### config.mk
export PLATFORM = sky130hd
export DESIGN_NAME = adc_link_trainer_flat
export DESIGN_NICKNAME = d
export VERILOG_FILES = /design/src/rtl/adc_link_trainer_if.sv /design/src/rtl/adc_link_trainer.sv /design/src/flat_wrapper.sv
export SDC_FILE = /design/constraint.sdc
export NUM_CORES = 1
export LEC_CHECK = 0
export CAP_MARGIN = 20
export CORE_ASPECT_RATIO = 1.5
export CORE_MARGIN = 5
export CORE_UTILIZATION = 30
export CTS_CLUSTER_SIZE = 20
export DETAILED_ROUTE_END_ITERATION = 8
export SETUP_SLACK_MARGIN = 0.5
export SLEW_MARGIN = 20
export SYNTH_ARGS = -nofsm -noshare
export SYNTH_HDL_FRONTEND = slang
export SYNTH_SLANG_ARGS = --single-unit
### constraint.sdc
create_clock -name wb_clk -period 3.1 [get_ports wb_clk]
set_input_delay 0.62 -clock wb_clk [delete_from_list [all_inputs] [get_ports wb_clk]]
set_output_delay 0.62 -clock wb_clk [all_outputs]
set_load 0.02 [all_outputs]
### src/rtl/adc_link_trainer_if.sv
// Wishbone master bus between the link trainer and the receiver's register block.
interface adc_link_trainer_if;
    logic        m_cyc;
    logic        m_stb;
    logic        m_we;
    logic [3:0]  m_adr;
    logic [31:0] m_dat_o;
    logic [31:0] m_dat_i;
    logic        m_ack;

    modport master (
        output m_cyc, m_stb, m_we, m_adr, m_dat_o,
        input  m_dat_i, m_ack
    );

    modport slave (
        input  m_cyc, m_stb, m_we, m_adr, m_dat_o,
        output m_dat_i, m_ack
    );
endinterface

### src/rtl/adc_link_trainer.sv
// ADC deserialiser link trainer: resets and calibrates the receiver, then loops
// check window -> instability readout -> per-line IODELAY increments until stable.
module adc_link_trainer #(
    parameter int unsigned CHK_LEN   = 4096,
    parameter int unsigned GAP       = 16,
    parameter int unsigned SETTLE    = 32,
    parameter int unsigned THRESH    = 0,
    parameter int unsigned MAX_STEPS = 63,
    parameter int unsigned TMO       = 255
) (
    input  logic                       wb_clk,
    input  logic                       wb_rst,
    input  logic                       start,
    adc_link_trainer_if.master         bus,
    output logic                       chk_run,
    output logic                       busy,
    output logic                       done,
    output logic                       fail,
    output logic [1:0]                 err,
    output logic [5:0]                 steps,
    output logic [8:0]                 unstable
);

    typedef enum logic [3:0] {
        StIdle,
        StInitWr,
        StInitSettle,
        StChk,
        StGap,
        StRd,
        StRdNext,
        StEval,
        StIncWr,
        StIncSettle
    } state_e;

    localparam logic [1:0] ErrNone = 2'd0;
    localparam logic [1:0] ErrStep = 2'd1;
    localparam logic [1:0] ErrTmo  = 2'd2;

    state_e      state_q, state_d;
    logic [31:0] cnt_q, cnt_d;
    logic [1:0]  init_idx_q, init_idx_d;
    logic [3:0]  rd_idx_q, rd_idx_d;
    logic [8:0]  mask_acc_q, mask_acc_d;
    logic [8:0]  unstable_q, unstable_d;
    logic [5:0]  steps_q, steps_d;
    logic [1:0]  err_q, err_d;
    logic        done_q, done_d;
    logic        fail_q, fail_d;
    logic        busy_q, busy_d;
    logic        chk_run_q, chk_run_d;
    logic        cyc_q, cyc_d;
    logic        we_q, we_d;
    logic [3:0]  adr_q, adr_d;
    logic [15:0] dat_q, dat_d;

    logic [8:0]  mask_next;
    logic        rd_bad;
    logic        unused_dat_hi;

    // Receiver control-register words for the four init steps, in order.
    function automatic logic [15:0] init_word(input logic [1:0] idx);
        case (idx)
            2'd0:    init_word = 16'h1000;
            2'd1:    init_word = 16'h0400;
            2'd2:    init_word = 16'h0800;
            default: init_word = 16'h6000;
        endcase
    endfunction

    // Only the low byte of each readout carries the instability count.
    assign unused_dat_hi = ^bus.m_dat_i[31:8];
    assign rd_bad        = bus.m_dat_i[7:0] > 8'(THRESH);

    // Fold the current read into the mask: addr 7 is frame (bit 8), addr 8..15 are lines 0..7.
    always_comb begin
        mask_next = mask_acc_q;
        if (rd_idx_q == 4'd0) begin
            mask_next[8] = rd_bad;
        end else begin
            mask_next[rd_idx_q - 4'd1] = rd_bad;
        end
    end

    // Sequencer next-state, bus launch and status update.
    always_comb begin
        state_d    = state_q;
        cnt_d      = cnt_q;
        init_idx_d = init_idx_q;
        rd_idx_d   = rd_idx_q;
        mask_acc_d = mask_acc_q;
        unstable_d = unstable_q;
        steps_d    = steps_q;
        err_d      = err_q;
        done_d     = done_q;
        fail_d     = fail_q;
        busy_d     = busy_q;
        chk_run_d  = chk_run_q;
        cyc_d      = cyc_q;
        we_d       = we_q;
        adr_d      = adr_q;
        dat_d      = dat_q;

        case (state_q)
            StIdle: begin
                if (start) begin
                    done_d     = 1'b0;
                    fail_d     = 1'b0;
                    err_d      = ErrNone;
                    steps_d    = 6'd0;
                    unstable_d = 9'd0;
                    busy_d     = 1'b1;
                    init_idx_d = 2'd0;
                    cyc_d      = 1'b1;
                    we_d       = 1'b1;
                    adr_d      = 4'd0;
                    dat_d      = init_word(2'd0);
                    cnt_d      = 32'd0;
                    state_d    = StInitWr;
                end
            end

            StInitWr, StRd, StIncWr: begin
                if (bus.m_ack) begin
                    cyc_d = 1'b0;
                    cnt_d = 32'd0;
                    if (state_q == StInitWr) begin
                        state_d = StInitSettle;
                    end else if (state_q == StIncWr) begin
                        state_d = StIncSettle;
                    end else begin
                        mask_acc_d = mask_next;
                        if (rd_idx_q == 4'd8) begin
                            unstable_d = mask_next;
                            state_d    = StEval;
                        end else begin
                            rd_idx_d = rd_idx_q + 4'd1;
                            state_d  = StRdNext;
                        end
                    end
                end else if (cnt_q == TMO - 1) begin
                    cyc_d   = 1'b0;
                    err_d   = ErrTmo;
                    fail_d  = 1'b1;
                    busy_d  = 1'b0;
                    state_d = StIdle;
                end else begin
                    cnt_d = cnt_q + 32'd1;
                end
            end

            StInitSettle, StIncSettle: begin
                if (cnt_q == SETTLE - 1) begin
                    cnt_d = 32'd0;
                    if (state_q == StIncSettle || init_idx_q == 2'd3) begin
                        chk_run_d = 1'b1;
                        state_d   = StChk;
                    end else begin
                        init_idx_d = init_idx_q + 2'd1;
                        cyc_d      = 1'b1;
                        we_d       = 1'b1;
                        adr_d      = 4'd0;
                        dat_d      = init_word(init_idx_q + 2'd1);
                        state_d    = StInitWr;
                    end
                end else begin
                    cnt_d = cnt_q + 32'd1;
                end
            end

            StChk: begin
                if (cnt_q == CHK_LEN - 1) begin
                    chk_run_d = 1'b0;
                    cnt_d     = 32'd0;
                    state_d   = StGap;
                end else begin
                    cnt_d = cnt_q + 32'd1;
                end
            end

            StGap: begin
                if (cnt_q == GAP - 1) begin
                    rd_idx_d   = 4'd0;
                    mask_acc_d = 9'd0;
                    cyc_d      = 1'b1;
                    we_d       = 1'b0;
                    adr_d      = 4'd7;
                    dat_d      = 16'd0;
                    cnt_d      = 32'd0;
                    state_d    = StRd;
                end else begin
                    cnt_d = cnt_q + 32'd1;
                end
            end

            // One idle bus cycle between consecutive reads.
            StRdNext: begin
                cyc_d   = 1'b1;
                we_d    = 1'b0;
                adr_d   = 4'd7 + rd_idx_q;
                dat_d   = 16'd0;
                cnt_d   = 32'd0;
                state_d = StRd;
            end

            StEval: begin
                if (unstable_q == 9'd0) begin
                    done_d  = 1'b1;
                    busy_d  = 1'b0;
                    state_d = StIdle;
                end else if (steps_q == 6'(MAX_STEPS)) begin
                    err_d   = ErrStep;
                    fail_d  = 1'b1;
                    busy_d  = 1'b0;
                    state_d = StIdle;
                end else begin
                    steps_d = steps_q + 6'd1;
                    cyc_d   = 1'b1;
                    we_d    = 1'b1;
                    adr_d   = 4'd0;
                    dat_d   = 16'h6200 | {7'd0, unstable_q};
                    cnt_d   = 32'd0;
                    state_d = StIncWr;
                end
            end

            default: state_d = StIdle;
        endcase
    end

    // State and output registers; async reset drops the bus and check window at once.
    always_ff @(posedge wb_clk or posedge wb_rst) begin
        if (wb_rst) begin
            state_q    <= StIdle;
            cnt_q      <= 32'd0;
            init_idx_q <= 2'd0;
            rd_idx_q   <= 4'd0;
            mask_acc_q <= 9'd0;
            unstable_q <= 9'd0;
            steps_q    <= 6'd0;
            err_q      <= ErrNone;
            done_q     <= 1'b0;
            fail_q     <= 1'b0;
            busy_q     <= 1'b0;
            chk_run_q  <= 1'b0;
            cyc_q      <= 1'b0;
            we_q       <= 1'b0;
            adr_q      <= 4'd0;
            dat_q      <= 16'd0;
        end else begin
            state_q    <= state_d;
            cnt_q      <= cnt_d;
            init_idx_q <= init_idx_d;
            rd_idx_q   <= rd_idx_d;
            mask_acc_q <= mask_acc_d;
            unstable_q <= unstable_d;
            steps_q    <= steps_d;
            err_q      <= err_d;
            done_q     <= done_d;
            fail_q     <= fail_d;
            busy_q     <= busy_d;
            chk_run_q  <= chk_run_d;
            cyc_q      <= cyc_d;
            we_q       <= we_d;
            adr_q      <= adr_d;
            dat_q      <= dat_d;
        end
    end

    assign bus.m_cyc   = cyc_q;
    assign bus.m_stb   = cyc_q;
    assign bus.m_we    = we_q;
    assign bus.m_adr   = adr_q;
    assign bus.m_dat_o = {16'd0, dat_q};
    assign chk_run     = chk_run_q;
    assign busy        = busy_q;
    assign done        = done_q;
    assign fail        = fail_q;
    assign err         = err_q;
    assign steps       = steps_q;
    assign unstable    = unstable_q;

endmodule

### src/flat_wrapper.sv
// flat-port wrapper written by rule: the top's interface ports become plain ports
module adc_link_trainer_flat 
#(
    parameter int unsigned CHK_LEN   = 4096,
    parameter int unsigned GAP       = 16,
    parameter int unsigned SETTLE    = 32,
    parameter int unsigned THRESH    = 0,
    parameter int unsigned MAX_STEPS = 63,
    parameter int unsigned TMO       = 255
)
  (wb_clk, wb_rst, start, chk_run, busy, done, fail, err, steps, unstable, bus_m_cyc, bus_m_stb, bus_m_we, bus_m_adr, bus_m_dat_o, bus_m_dat_i, bus_m_ack);
  adc_link_trainer_if bus_i ();
  input  logic wb_clk;
  input  logic wb_rst;
  input  logic start;
  output logic chk_run;
  output logic busy;
  output logic done;
  output logic fail;
  output logic [1:0] err;
  output logic [5:0] steps;
  output logic [8:0] unstable;
  output wire logic [$bits(bus_i.m_cyc)-1:0] bus_m_cyc;
  output wire logic [$bits(bus_i.m_stb)-1:0] bus_m_stb;
  output wire logic [$bits(bus_i.m_we)-1:0] bus_m_we;
  output wire logic [$bits(bus_i.m_adr)-1:0] bus_m_adr;
  output wire logic [$bits(bus_i.m_dat_o)-1:0] bus_m_dat_o;
  input wire logic [$bits(bus_i.m_dat_i)-1:0] bus_m_dat_i;
  input wire logic [$bits(bus_i.m_ack)-1:0] bus_m_ack;
  assign bus_m_cyc = bus_i.m_cyc;
  assign bus_m_stb = bus_i.m_stb;
  assign bus_m_we = bus_i.m_we;
  assign bus_m_adr = bus_i.m_adr;
  assign bus_m_dat_o = bus_i.m_dat_o;
  assign bus_i.m_dat_i = bus_m_dat_i;
  assign bus_i.m_ack = bus_m_ack;
  adc_link_trainer #(.CHK_LEN(CHK_LEN), .GAP(GAP), .SETTLE(SETTLE), .THRESH(THRESH), .MAX_STEPS(MAX_STEPS), .TMO(TMO)) u_core (.wb_clk(wb_clk), .wb_rst(wb_rst), .start(start), .bus(bus_i), .chk_run(chk_run), .busy(busy), .done(done), .fail(fail), .err(err), .steps(steps), .unstable(unstable));
endmodule
Word level (Yosys, flattened, before mapping)
Index checks and enable logic that the tools add are counted.
- bits in registers: 94
- bits of input ports: 36
- output and inout port bits: 60
- word-level logic and storage cells: 192
- $add $sub $neg: 6
- order comparisons: 3
- eq/ne operators: 38
- mux-type cells: 99
- reduce and logical (&&, ||, !) cells: 30
- operators with widths (kind ; count):
    32-bit 2-to-1 mux ; 8
    32-bit one-hot mux with 7 select lines ; 1
    16-bit 2-to-1 mux ; 6
    4-bit 2-to-1 mux ; 21
    9-bit 2-to-1 mux ; 9
    16-bit one-hot mux with 5 select lines ; 1
    15-bit one-hot mux with 3 select lines ; 1
    9-bit one-hot mux with 2 select lines ; 2
    32-bit by 1-bit adder with 32-bit output (second input constant) ; 1
    32-bit by 12-bit equality test with 1-bit output (second input constant) ; 1
    32-bit by 4-bit equality test with 1-bit output (second input constant) ; 1
    32-bit by 5-bit equality test with 1-bit output (second input constant) ; 1
    32-bit by 8-bit equality test with 1-bit output (second input constant) ; 1
    4-bit one-hot mux with 7 select lines ; 1
    1-bit 2-to-1 mux ; 24
    4-bit one-hot mux with 5 select lines ; 1
    5-bit AND reduction ; 4
    6-bit 2-to-1 mux ; 3
    2-bit inequality test (second input constant) ; 9
    6-bit AND reduction ; 3
    4-bit by 3-bit equality test with 1-bit output (second input constant) ; 4
    2-bit 2-to-1 mux ; 8
    2-bit by 1-bit inequality test with 1-bit output (second input constant) ; 8
    4-bit equality test (second input constant) ; 3
    43 further kinds ; 54

Logic depth before layout (Yosys ltp)
- depth in word-level cells: 12
- mapped depth: 9
- depth with buffers taken out: 8

Least setup slack after synthesis
No wires, ideal clock.
- path type: register to register
- start point: register u_core.steps_q[0] (netlist: u_core.steps[0])
- end point: register u_core.cnt_q[9]
- library setup time: 77 ps
- arrival time: 2298 ps
- required time: 3023 ps
- slack: 724 ps
- stages on the path, launching flop included: 8
- path buffers: 0
- period minus slack after synthesis: 2376 ps
- cell sequence: dfrtp_1 > ha_1 > and3_1 > nor2b_1 > o21ai_1 > nand3_2 > or4_1 > a21oi_1
- longest elaborated chain between the ends: 3
- RTL lines (what ; line ; text):
    start: declaration ; adc_link_trainer.sv:47 ; logic [5:0] steps_q, steps_d;
    start signal: assignment ; adc_link_trainer.sv:258 ; steps_q <= steps_d;
    6-bit equality test ; adc_link_trainer.sv:212 ; end else if (steps_q == 6'(MAX_STEPS)) begin
    2-bit inequality test (no source line) ; - ;
    5-bit AND reduction (no source line) ; - ;
    end signal: assignment ; adc_link_trainer.sv:253 ; cnt_q <= cnt_d;
    end: declaration ; adc_link_trainer.sv:42 ; logic [31:0] cnt_q, cnt_d;
Every way passes these cells.
A chain may end at the register's enable or synchronous reset.

Worst setup path in the final report
- start point: register u_core.state_q[0]
- end point: register u_core.cnt_q[7]
- longest elaborated chain between the ends: 4
- elaborated cells on any way between the ends: 19
- classes of those cells: 13 x eq/ne; 1 x mux; 5 x reduce/logical
- RTL lines (what ; line ; text):
    start: declaration ; adc_link_trainer.sv:41 ; state_e state_q, state_d;
    start signal: assignment ; adc_link_trainer.sv:235 ; state_q <= StIdle;
    start signal: assignment ; adc_link_trainer.sv:252 ; state_q <= state_d;
    4-bit by 3-bit equality test with 1-bit output (tied with other cells) ; adc_link_trainer.sv:105 ; case (state_q)
    3-bit OR reduction or 2-bit OR reduction (tied branches) ; adc_link_trainer.sv:105 ;
    7-bit nonzero test (no source line) or 3-bit inequality test (tied branches) ; - ;
    5-bit AND reduction (no source line) ; - ;
Several ways; a longest one is shown, not always the timed one.

==> flow_summary.ini <==
[run_status]
status = finished clean

[route]
drt-total-wl_um = 14090
wire_per_inst_um = 15.83
drtIter0Drc = 280
drt_pass1_iterations = 4
detail-route-antenna-nets = 0
vias_per_cell = 5.281
drc_errors = 0
num_vias = 4700

[layout]
drive_gt1_share_pct = 12.78
fin_area_um2 = 6730
final_nets = 719
fillers = 1834
area_delta_synth_final_pct = 22.39
seq_area_um2 = 2306
num_antenna_cells = 0
multi_input_area_um2 = 2965
stdcell_count = 890

[yosys]
ys_types = 76
synth-seq-area-share_pct = 41.87
syn_area_um2 = 5499
synth_commonest_cells = dfrtp_1 (92), nand2_1 (78), nor2_1 (47)
synth.most_common_cell = dfrtp_1
ys_ff_latch = 92
syn_area_per_cell_um2 = 9.030
yosys.area.top_type = dfrtp_1
yosys-top-cells-area = dfrtp_1 (42%), nand2_1 (5.3%), o21ai_0 (3.3%)
synth_cells = 609
synth_edf_count = 0
async_reset_ff_share_pct = 100.0
synth_top_area_share_pct = 41.87
yosysWarnings = 0
synth_ff_type = dfrtp_1

[setup_path]
reg2reg_to = u_core.cnt_q[7]
worstSetupPathType = flip-flop to flip-flop
cp.required_ns = 3.32
crit_arrival_ns = 2.70
crit_chain = or3b_4 -> a211oi_4 -> or4b_4 -> nand3_2 -> or4_1 -> a21oi_1
slowest_stage = or4b_4
start_kind = flip-flop
r2r_start = u_core.state_q[0]
rrSetupSlack_ns = 0.62
end_kind = flip-flop
cp_max_fo = 18
rr_worst_depth = 6
critPathMaxStageDelay_ns = 0.56

[job]
maxCapViolCount = 0

[hold_path]
min_to = u_core.dat_q[5]
whs_path_depth = 2
hp-class = flip-flop to flip-flop
min_from = u_core.dat_q[5]

[pwr]
max-vdd-ir-drop_mv = 0.2751
leakagePower_uw = 0.002798
p_seq_share_pct = 31.7
p_per_area_nw_per_um2 = 775.8
clkPwrFrac_pct = 24.1
swShare_pct = 39.55
intPower_uw = 3156
p_total_uw = 5221
comb_power_share_pct = 44.1
power_switching_uw = 2065

[global_route]
track_usage_pct = 13.40
antenna_found_initial = 0
grt_first_pass_wirelength_um = 22920
grt_max_degree = 78
grt_pass1_vias = 4407
grt-ovfl-total = 0

[floorplan]
die_height_um = 175.8
io_pins = 96
die_area_um2 = 21190
rows = 60
core_area_um2 = 18020
initial_core_util_pct = 30.52
dieWidth_um = 120.5

[timing]
relSlewSlack_pct = 56.81
setup_viol = 0
period_share_pct = 80.13
slew_viol_final = 0
finClkSkew_ns = 0.007047
fin_hold_ws_ns = 0.4738
tightest_slew_ns = 0.6429
hold_viol = 0
finalCriticalPeriod_ns = 2.484
rsz0062_at_grt = true
max_freq_mhz = 402.6
setup_tns_ns = 0

[clock_network]
cts_root_buffer = clkbuf_16
cts_tree = yes
clk_latency_ns = 0.34
clkSinkCount = 92
path_clk_slew_ns = 0.06
tritoncts.num_buffers = 9
cts_buffer_depth = 2
htree_num_levels = 3

[place]
place.gp.congestion = 0.8373
place_area_um2 = 6331
dp_cells = 874
dpl.hpwl_um = 10600
io_buffers = 54
==> cells by family after synthesis <==
kind of cell | count (synthesis) | share of synthesized area [%]
xor+xnor | 22 | 3.504
simple gates | 256 | 24.30
fa+ha+maj | 13 | 2.958
mux | 17 | 3.368
flops | 92 | 41.87
compound gates | 142 | 17.66
buf+inv | 66 | 6.280
other cells | 1 | 0.06819
==> metrics by stage <==
stage | utilization (%) | worst slack [ns]
detailed placement | 35.14 | 0.2107
global route | 37.35 | 0.4934
finish | 37.35 | 0.6159
floorplan | - | 0.7243
global placement | 35.14 | 0.2133
CTS | 37.06 | 0.5172
==> routing by layer <==
| layer | share of wire (%) | global-route usage (%) | vias to the layer above |
|---|---|---|---|
| met5 | 0 | 0 | - |
| met4 | 2.9 | 5.529 | 0 |
| met3 | 3.7 | 1.965 | 21 |
| met2 | 52 | 24.31 | 90 |
| met1 | 41 | 15.61 | 2305 |
| li1 | - | - | 2284 |
==> placed cells by master (no fill, tap or decap), types with 19 or more instances in the layout <==
master,instances
buf_4,24
xnor2_1,19
a21oi_1,35
clkdlybuf4s50_1,53
nor3_1,21
o21ai_0,36
dfrtp_1,89
nand2_1,78
nand3_1,21
nor2_1,47
==> final cells by class <==
class	count	area share [%]
tap	217	4.034
sequential	92	34.26
multi-input combinational	467	44.06
clock buffer	10	3.551
inverter	19	1.115
timing repair buffer	81	11.51
clock inverter	4	1.469
==> worst max-delay path: cells and delay by family, from the launching register on <==
| kind | cells | cell delay, ns |
|---|---|---|
| and+or+nand+nor | 4 | 1.37 |
| DFF | 1 | 0.52 |
| AOI/OAI and AO/OA | 2 | 0.47 |
==> power by group through the flow <==
stage                     combinational (µW)  sequential [µW]  clock [µW]
after CTS                               2300             1650        1300
after floorplan                         1430             1700           0
final                                   2300             1660        1260
after detailed placement                2290             1680           0
after global placement                  2290             1680           0
after global routing                    2540             1690        1330
==> worst max path at each step <==
stage,startpoint,end,slack (ns),cells past startpoint
floorplan,u_core.steps[0],u_core.cnt_q[9],0.72,7
global placement,start,u_core.bus.m_we,0.21,7
detailed placement,start,u_core.bus.m_we,0.21,7
CTS,u_core.state_q[3],u_core.cnt_q[19],0.52,7
global route,u_core.cnt_q[16],u_core.cnt_q[19],0.49,7
finish,u_core.state_q[0],u_core.cnt_q[7],0.62,6
==> registers in the layout, indices dropped and copies added, names as in the netlist <==
name,count
u_core.fail,1
u_core.bus.m_cyc,1
u_core.cnt_q,32
u_core.busy,1
u_core.done,1
u_core.bus.m_adr,4
u_core.init_idx_q,2
u_core.dat_q,14
u_core.mask_acc_q,9
u_core.err,2
u_core.state_q,4
u_core.chk_run,1
u_core.bus.m_we,1
u_core.unstable,9
u_core.rd_idx_q,4
u_core.steps,6
==> what timing repair did <==
action / in CTS / in global routing
resized for setup: 2 / 10
setup buffers: 0 / 2
pin swaps: 0 / 2
hold buffers: 0 / 0
setup endpoints to repair: 7 / 65
(Power assumes the default switching activity.)
